<file path="src/rtl/makina_pkg.sv">
// Shared encodings and the decoded control bundle for the Makina 16-bit ISA.
// Register indices and immediates are parameter-sized, so they travel beside this bundle.
package makina_pkg;

    typedef enum logic [1:0] {
        CLS_MEM = 2'b00,
        CLS_ALU = 2'b01,
        CLS_JMP = 2'b10,
        CLS_ILL = 2'b11
    } cls_e;

    localparam logic [3:0] ALU_ADD = 4'b0000;
    localparam logic [3:0] ALU_LI  = 4'b1010;
    localparam logic [2:0] CMP_JMP = 3'b110;
    localparam logic [2:0] CMP_NOP = 3'b111;

    typedef struct packed {
        logic [1:0] cls;
        logic [3:0] alu_ctrl;
        logic [2:0] cmp_ctrl;
        logic       alu_src_imm;
        logic       reg_write;
        logic       wb_sel;
        logic       mem_write;
        logic       illegal;
    } ctrl_t;

    // A load is the only mem-class instruction that writes a register.
    function automatic logic is_load(input ctrl_t c);
        is_load = (c.cls == CLS_MEM) && c.reg_write;
    endfunction

endpackage

</file>
<file path="src/rtl/decode_fields.sv">
// Combinational field decode: instruction word to control bundle, operands,
// extended immediate and the set of registers the instruction reads.
module decode_fields
    import makina_pkg::*;
#(
    parameter int XLEN     = 16,
    parameter int REG_AW   = 3,
    parameter int SIGN_EXT = 0
) (
    input  logic [15:0]       instr_i,
    output ctrl_t             ctrl_o,
    output logic [REG_AW-1:0] rd_o,
    output logic [REG_AW-1:0] rs1_o,
    output logic [REG_AW-1:0] rs2_o,
    output logic [XLEN-1:0]   imm_o,
    output logic              rs1_used_o,
    output logic              rs2_used_o,
    output logic              rd_used_o
);

    function automatic logic [XLEN-1:0] ext7(input logic [6:0] f);
        if (SIGN_EXT != 0) begin
            ext7 = {{(XLEN-7){f[6]}}, f};
        end else begin
            ext7 = {{(XLEN-7){1'b0}}, f};
        end
    endfunction

    function automatic logic [XLEN-1:0] ext6(input logic [5:0] f);
        if (SIGN_EXT != 0) begin
            ext6 = {{(XLEN-6){f[5]}}, f};
        end else begin
            ext6 = {{(XLEN-6){1'b0}}, f};
        end
    endfunction

    // Per-class field extraction; anything not named by a class stays zero.
    always_comb begin
        ctrl_o     = '0;
        rd_o       = '0;
        rs1_o      = '0;
        rs2_o      = '0;
        imm_o      = '0;
        rs1_used_o = 1'b0;
        rs2_used_o = 1'b0;
        rd_used_o  = 1'b0;
        ctrl_o.cls = instr_i[15:14];
        case (cls_e'(instr_i[15:14]))
            CLS_MEM: begin
                ctrl_o.alu_ctrl    = ALU_ADD;
                ctrl_o.alu_src_imm = 1'b1;
                rd_o               = REG_AW'(instr_i[12:10]);
                rs1_o              = REG_AW'(instr_i[9:7]);
                imm_o              = ext7(instr_i[6:0]);
                rs1_used_o         = 1'b1;
                if (instr_i[13]) begin
                    ctrl_o.mem_write = 1'b1;
                    rs2_o            = REG_AW'(instr_i[12:10]);
                    rs2_used_o       = 1'b1;
                end else begin
                    ctrl_o.reg_write = 1'b1;
                    ctrl_o.wb_sel    = 1'b1;
                end
            end
            CLS_ALU: begin
                ctrl_o.alu_ctrl  = instr_i[13:10];
                ctrl_o.reg_write = 1'b1;
                rd_o             = REG_AW'(instr_i[8:6]);
                rs1_o            = REG_AW'(instr_i[5:3]);
                rs2_o            = REG_AW'(instr_i[2:0]);
                if (instr_i[13:10] == ALU_LI) begin
                    ctrl_o.alu_src_imm = 1'b1;
                    imm_o              = ext6(instr_i[5:0]);
                end else begin
                    rs1_used_o = 1'b1;
                    rs2_used_o = 1'b1;
                end
            end
            CLS_JMP: begin
                ctrl_o.cmp_ctrl = instr_i[13:11];
                if (instr_i[13:11] == CMP_NOP) begin
                    ctrl_o.cmp_ctrl = CMP_NOP;
                end else if (instr_i[13:11] == CMP_JMP) begin
                    rd_o      = REG_AW'(instr_i[4:2]);
                    rd_used_o = 1'b1;
                end else begin
                    rs1_o      = REG_AW'(instr_i[10:8]);
                    rs2_o      = REG_AW'(instr_i[7:5]);
                    rs1_used_o = 1'b1;
                    rs2_used_o = 1'b1;
                end
            end
            default: begin
                ctrl_o.illegal = 1'b1;
            end
        endcase
    end

endmodule

</file>
<file path="src/rtl/decode_stage.sv">
// Registered, handshaked decode stage: output register, load-use scoreboard,
// stall and flush handling around decode_fields.
module decode_stage
    import makina_pkg::*;
#(
    parameter int XLEN     = 16,
    parameter int REG_AW   = 3,
    parameter int SIGN_EXT = 0
) (
    input  logic                 clk,
    input  logic                 rst_n,
    input  logic                 in_valid,
    output logic                 in_ready,
    input  logic [15:0]          in_instr,
    input  logic                 flush,
    output logic                 out_valid,
    input  logic                 out_ready,
    output logic [1:0]           out_class,
    output logic [3:0]           out_alu_ctrl,
    output logic [2:0]           out_cmp_ctrl,
    output logic [REG_AW-1:0]    out_rd,
    output logic [REG_AW-1:0]    out_rs1,
    output logic [REG_AW-1:0]    out_rs2,
    output logic [XLEN-1:0]      out_imm_se,
    output logic                 out_alu_src_imm,
    output logic                 out_reg_write,
    output logic                 out_wb_sel,
    output logic                 out_mem_write,
    output logic                 out_illegal,
    input  logic                 wb_valid,
    input  logic [REG_AW-1:0]    wb_rd,
    output logic [2**REG_AW-1:0] sb_busy
);

    localparam int NREG = 2**REG_AW;

    ctrl_t             dec_ctrl_s;
    logic [REG_AW-1:0] dec_rd_s, dec_rs1_s, dec_rs2_s;
    logic [XLEN-1:0]   dec_imm_s;
    logic              rs1_used_s, rs2_used_s, rd_used_s;

    decode_fields #(.XLEN(XLEN), .REG_AW(REG_AW), .SIGN_EXT(SIGN_EXT)) u_fields (
        .instr_i    (in_instr),
        .ctrl_o     (dec_ctrl_s),
        .rd_o       (dec_rd_s),
        .rs1_o      (dec_rs1_s),
        .rs2_o      (dec_rs2_s),
        .imm_o      (dec_imm_s),
        .rs1_used_o (rs1_used_s),
        .rs2_used_o (rs2_used_s),
        .rd_used_o  (rd_used_s)
    );

    logic              valid_q, valid_d;
    ctrl_t             ctrl_q, ctrl_d;
    logic [REG_AW-1:0] rd_q, rd_d, rs1_q, rs1_d, rs2_q, rs2_d;
    logic [XLEN-1:0]   imm_q, imm_d;
    logic [NREG-1:0]   sb_q, sb_d;

    logic              ld_handoff_s, hazard_s, accept_s;
    logic [NREG-1:0]   wb_clr_s, sb_eff_s, sb_set_s;

    // A writeback this cycle already frees its register for the hazard check.
    always_comb begin
        ld_handoff_s = valid_q & out_ready & is_load(ctrl_q);
        wb_clr_s     = wb_valid ? (NREG'(1) << wb_rd) : '0;
        sb_eff_s     = sb_q & ~wb_clr_s;
        sb_set_s     = (ld_handoff_s & ~flush) ? (NREG'(1) << rd_q) : '0;
        hazard_s     = in_valid & (
            (rs1_used_s & (sb_eff_s[dec_rs1_s] | (ld_handoff_s & (dec_rs1_s == rd_q)))) |
            (rs2_used_s & (sb_eff_s[dec_rs2_s] | (ld_handoff_s & (dec_rs2_s == rd_q)))) |
            (rd_used_s  & (sb_eff_s[dec_rd_s]  | (ld_handoff_s & (dec_rd_s  == rd_q)))));
        in_ready     = (~valid_q | out_ready) & ~hazard_s & ~flush;
        accept_s     = in_valid & in_ready;
        sb_d         = sb_eff_s | sb_set_s;
    end

    // Output-register next state: flush, load, bubble or hold.
    always_comb begin
        valid_d = valid_q;
        ctrl_d  = ctrl_q;
        rd_d    = rd_q;
        rs1_d   = rs1_q;
        rs2_d   = rs2_q;
        imm_d   = imm_q;
        if (flush) begin
            valid_d = 1'b0;
        end else if (accept_s) begin
            valid_d = 1'b1;
            ctrl_d  = dec_ctrl_s;
            rd_d    = dec_rd_s;
            rs1_d   = dec_rs1_s;
            rs2_d   = dec_rs2_s;
            imm_d   = dec_imm_s;
        end else if (valid_q & out_ready) begin
            valid_d = 1'b0;
        end else begin
            valid_d = valid_q;
        end
    end

    // State registers.
    always_ff @(posedge clk or negedge rst_n) begin
        if (!rst_n) begin
            valid_q <= 1'b0;
            ctrl_q  <= '0;
            rd_q    <= '0;
            rs1_q   <= '0;
            rs2_q   <= '0;
            imm_q   <= '0;
            sb_q    <= '0;
        end else begin
            valid_q <= valid_d;
            ctrl_q  <= ctrl_d;
            rd_q    <= rd_d;
            rs1_q   <= rs1_d;
            rs2_q   <= rs2_d;
            imm_q   <= imm_d;
            sb_q    <= sb_d;
        end
    end

    assign out_valid       = valid_q;
    assign out_class       = ctrl_q.cls;
    assign out_alu_ctrl    = ctrl_q.alu_ctrl;
    assign out_cmp_ctrl    = ctrl_q.cmp_ctrl;
    assign out_rd          = rd_q;
    assign out_rs1         = rs1_q;
    assign out_rs2         = rs2_q;
    assign out_imm_se      = imm_q;
    assign out_alu_src_imm = ctrl_q.alu_src_imm;
    assign out_reg_write   = ctrl_q.reg_write;
    assign out_wb_sel      = ctrl_q.wb_sel;
    assign out_mem_write   = ctrl_q.mem_write;
    assign out_illegal     = ctrl_q.illegal;
    assign sb_busy         = sb_q;

endmodule

</file>
<file path="config.mk">
export PLATFORM = sky130hd
export DESIGN_NAME = decode_stage
export DESIGN_NICKNAME = d
export VERILOG_FILES = /design/src/rtl/makina_pkg.sv /design/src/rtl/decode_fields.sv /design/src/rtl/decode_stage.sv
export SDC_FILE = /design/constraint.sdc
export NUM_CORES = 1
export LEC_CHECK = 0
export ABC_AREA = 1
export CAP_MARGIN = 15
export CELL_PAD_IN_SITES_DETAIL_PLACEMENT = 0
export CELL_PAD_IN_SITES_GLOBAL_PLACEMENT = 2
export CORE_MARGIN = 5
export CORE_UTILIZATION = 25
export DETAILED_ROUTE_END_ITERATION = 12
export PLACE_DENSITY_LB_ADDON = 0.2
export SKIP_LAST_GASP = 1
export SLEW_MARGIN = 20
export SYNTH_ARGS = -nofsm -noshare
export SYNTH_HDL_FRONTEND = slang
export SYNTH_HIERARCHICAL = 1
export SYNTH_SLANG_ARGS = --single-unit
</file>
<file path="constraint.sdc">
create_clock -name clk -period 2.4 [get_ports clk]
set_input_delay 0.48 -clock clk [delete_from_list [all_inputs] [get_ports clk]]
set_output_delay 0.48 -clock clk [all_outputs]
set_load 0.03 [all_outputs]
</file>
==> results.py <==
metrics = {
    "timing": {
        "hold_viol": 0,
        "slew_headroom_pct": 56.56,
        "slew_violations": 0,
        "max_freq_ghz": 0.3766,
        "rsz0062_at_grt": "true",
        "skew_ps": 9.200,
        "setup_viol": 1,
        "worstMarginPinSlew_ps": 651.6,
        "finalCriticalPeriod_ps": 2655,
        "finalSetupTns_ps": -255.4,
        "fin_ws_ps": -255.4,
        "timing.final.crit_share_pct": 110.6,
    },
    "pwr": {
        "switching_power_uw": 1147,
        "power_density_nw_per_um2": 628.5,
        "power.leakage_uw": 0.002414,
        "pwr-share-comb_pct": 39.1,
        "clock_power_share_pct": 27.3,
        "pwr-share-seq_pct": 33.6,
        "netSwitchingFraction_pct": 37.27,
        "internal_power_uw": 1931,
        "p_total_uw": 3078,
        "vdd_ir_drop_max_mv": 0.2987,
    },
    "global_routing": {
        "grt_pass1_wl_um": 17640,
        "grt_pass1_vias": 3400,
        "globalRouteOverflowTotal": 0,
        "grt_antenna_before_repair": 0,
        "grt_max_degree": 49,
        "grt_usage_pct": 15.25,
    },
    "critical_path": {
        "required_ps": 1920,
        "arrival_ps": 2180,
        "critPathMostFrequentCell": "nand2_2",
        "r2r_slack_ps": 460,
        "crit_family": "simple AND/OR/NAND/NOR gates",
        "path_buf_inv": 2,
        "crit_chain": "clkdlybuf4s50_1, nand3_1, nand3_4, xnor2_2, nand4_1, nand3_2, nand2_2, nand2_2, nor2_4, o21a_4, buf_6",
        "slowest_delay_ps": 540,
        "worstPathMaxFanout": 5,
        "worst-setup-path-type": "in -> out",
        "endpoint_kind": "output pin",
        "start_kind": "input port",
        "cp_slowest_cell": "clkdlybuf4s50_1",
    },
    "finish": {
        "final_cell_mix": "129 x nand2_1, 61 x buf_4, 53 x clkdlybuf4s50_1",
        "num-fill-cells": 1257,
        "final_cells": 699,
        "layout_commonest_cell": "nand2_1",
        "antenna_cells": 0,
        "areaGrowthSynthToFinish_pct": 61.00,
        "final-seq-area_um2": 1201,
        "nets": 576,
        "multi_input_area_um2": 1857,
        "layout-drive-gt1-share_pct": 31.16,
    },
    "yosys": {
        "yosysUniqueCellTypes": 26,
        "ys_seq_area_share_pct": 39.49,
        "synth_top_cell_by_area": "dfrtp_1",
        "syn_avg_cell_area_um2": 7.140,
        "synth_area_um2": 3042,
        "synth_top_area_share_pct": 39.49,
        "netlist_top_cells_area": "dfrtp_1 39%, nand2_1 18%, nand4_1 9.9%, nand3_1 9.2%, inv_1 4.1%",
        "synth-seq-cells": 48,
        "synth_cells": 426,
        "yosysWarnings": 6,
    },
    "die": {
        "die_w_um": 120.3,
        "ioPinCount": 74,
        "core_area_um2": 11960,
        "die_y_um": 120.3,
        "initial_utilization_pct": 25.43,
        "die-area_um2": 14470,
        "fp-row-count": 40,
    },
    "cts": {
        "clkSinkCount": 48,
        "cts-htree-levels": 2,
        "cts_tree": "yes",
        "cts_hold_buf": 0,
        "clk_pin_slew_ps": 70,
        "worstSkewPairLatency_ps": 300,
        "clockBufferDepth": 2,
        "numCtsBuffers": 5,
        "cts-root-buf": "clkbuf_16",
    },
    "drt": {
        "wl_per_cell_um": 15.76,
        "ant_nets": 0,
        "first_iter_violations": 122,
        "wirelength_um": 11010,
        "num_vias": 3295,
        "drc": 0,
        "vias_per_cell": 4.714,
        "drtPass1Iterations": 4,
    },
    "hold_path": {
        "holdCritPathClass": "in -> async",
    },
    "place": {
        "numPortBuffers": 73,
        "dp_hpwl_um": 7897,
        "gp_congestion": 0.8633,
        "dp_cells": 676,
    },
    "run_status": {
        "outcome": "finished with violations",
        "violations": "setup timing",
    },
    "job": {
        "max_cap_violations": 0,
    },
}
## power by group through the flow
stage | Combinational (uW) | Clock, uW | Sequential [uW]
floorplan | 396 | 0 | 1270
global placement | 1130 | 0 | 1050
detailed placement | 1140 | 0 | 1040
CTS | 1190 | 877 | 1030
global route | 1300 | 899 | 1050
finish | 1200 | 839 | 1030
## path summary, 6_finish.rpt
kind	from	endpoint	cells past startpoint
max in group asynchronous	rst_n	out_alu_ctrl[3]	2
min in group clk	out_imm_se[8]	out_imm_se[8]	2
hold / removal	rst_n	out_rd[0]	2
hold reg to reg	out_imm_se[8]	out_imm_se[8]	2
setup / recovery	in_instr[9]	in_ready	11
setup reg to reg	out_valid	out_wb_sel	13
## worst reg2reg max path, stage by stage, from the launching register on
cell and delay [ps]:
dfrtp_1 440, nand2_1 110, nor4_2 170, buf_4 190, nand4_1 110, nand3_2 110, nand2_2 50, nand2_2 80
nor2_4 50, buf_4 140, nand3_2 80, buf_12 220, nand2_1 90, nand2_1 60
## flip-flops by register name (all words and copies together), names as in the netlist, 2 cells and up
signal / cells
out_imm_se: 16
sb_busy: 8
out_alu_ctrl: 4
out_cmp_ctrl: 3
out_rd: 3
out_rs1: 3
out_rs2: 3
out_class: 2
## synth_stat cells
master	count
clkbuf_1	9
inv_4	1
nor2_4	2
nor4_1	1
buf_4	11
nand4_1	48
a21oi_1	2
nand3b_1	2
o21a_1	1
nand3_1	56
buf_2	14
o21ai_1	1
inv_1	33
buf_6	2
xnor2_1	9
conb_1	1
nand2_1	149
nand3_2	3
dfrtp_1	48
nand2_2	3
o41ai_1	8
inv_2	3
nor2_1	13
nor3_1	1
clkinv_1	1
nor2_2	4
## cells by family (layout without fill, tap and decap cells)
kind of cell / Yosys count / in the layout / synth area share [%]
xor gates and xnor gates: 9 / 9 / 2.592
and+or+nand+nor: 282 / 282 / 43.11
other: 1 / 9 / 0.1233
AOI/OAI and AO/OA: 12 / 12 / 3.044
buffers and inverters: 74 / 192 / 11.64
DFF: 48 / 48 / 39.49
## repair_timing
item / CTS / global route
resized for setup: 90 / 26
setup endpoints to repair: 41 / 35
buffers inserted: 10 / 6
pin swaps: 41 / 26
## per-stage QoR
step | utilization, % | setup slack, ps | hold slack, ps | instance area (um2)
after floorplan | - | 10.14 | 184.4 | 3123
after global placement | 35.78 | -787.1 | 457.7 | 4280
after detailed placement | 35.78 | -798.5 | 459.9 | 4280
after CTS | 39.71 | -207.9 | 314.6 | 4750
after global routing | 40.94 | -366.5 | 360.0 | 4897
final | 40.94 | -255.4 | 282.3 | 4897
## layer usage
metal / track usage, % / wire [um] / vias to the layer above
met1: 19.51 / 5041 / 1572
met3: 2.947 / 400 / 16
met5: 0 / 0 / -
met4: 5.737 / 239 / 0
met2: 25.50 / 5333 / 61
li1: - / - / 1646
## final cells by class
cell class              instances  share of cell area [%]
multi-input cells             312                   37.92
repair buffers                146                   27.11
flip-flops and latches         48                   24.53
well taps                     147                   3.756
inverters                      38                   3.168
clock buffers                   5                   2.555
clock inverters                 3                  0.9709
No activity file was read; power rests on OpenSTA's default activity.
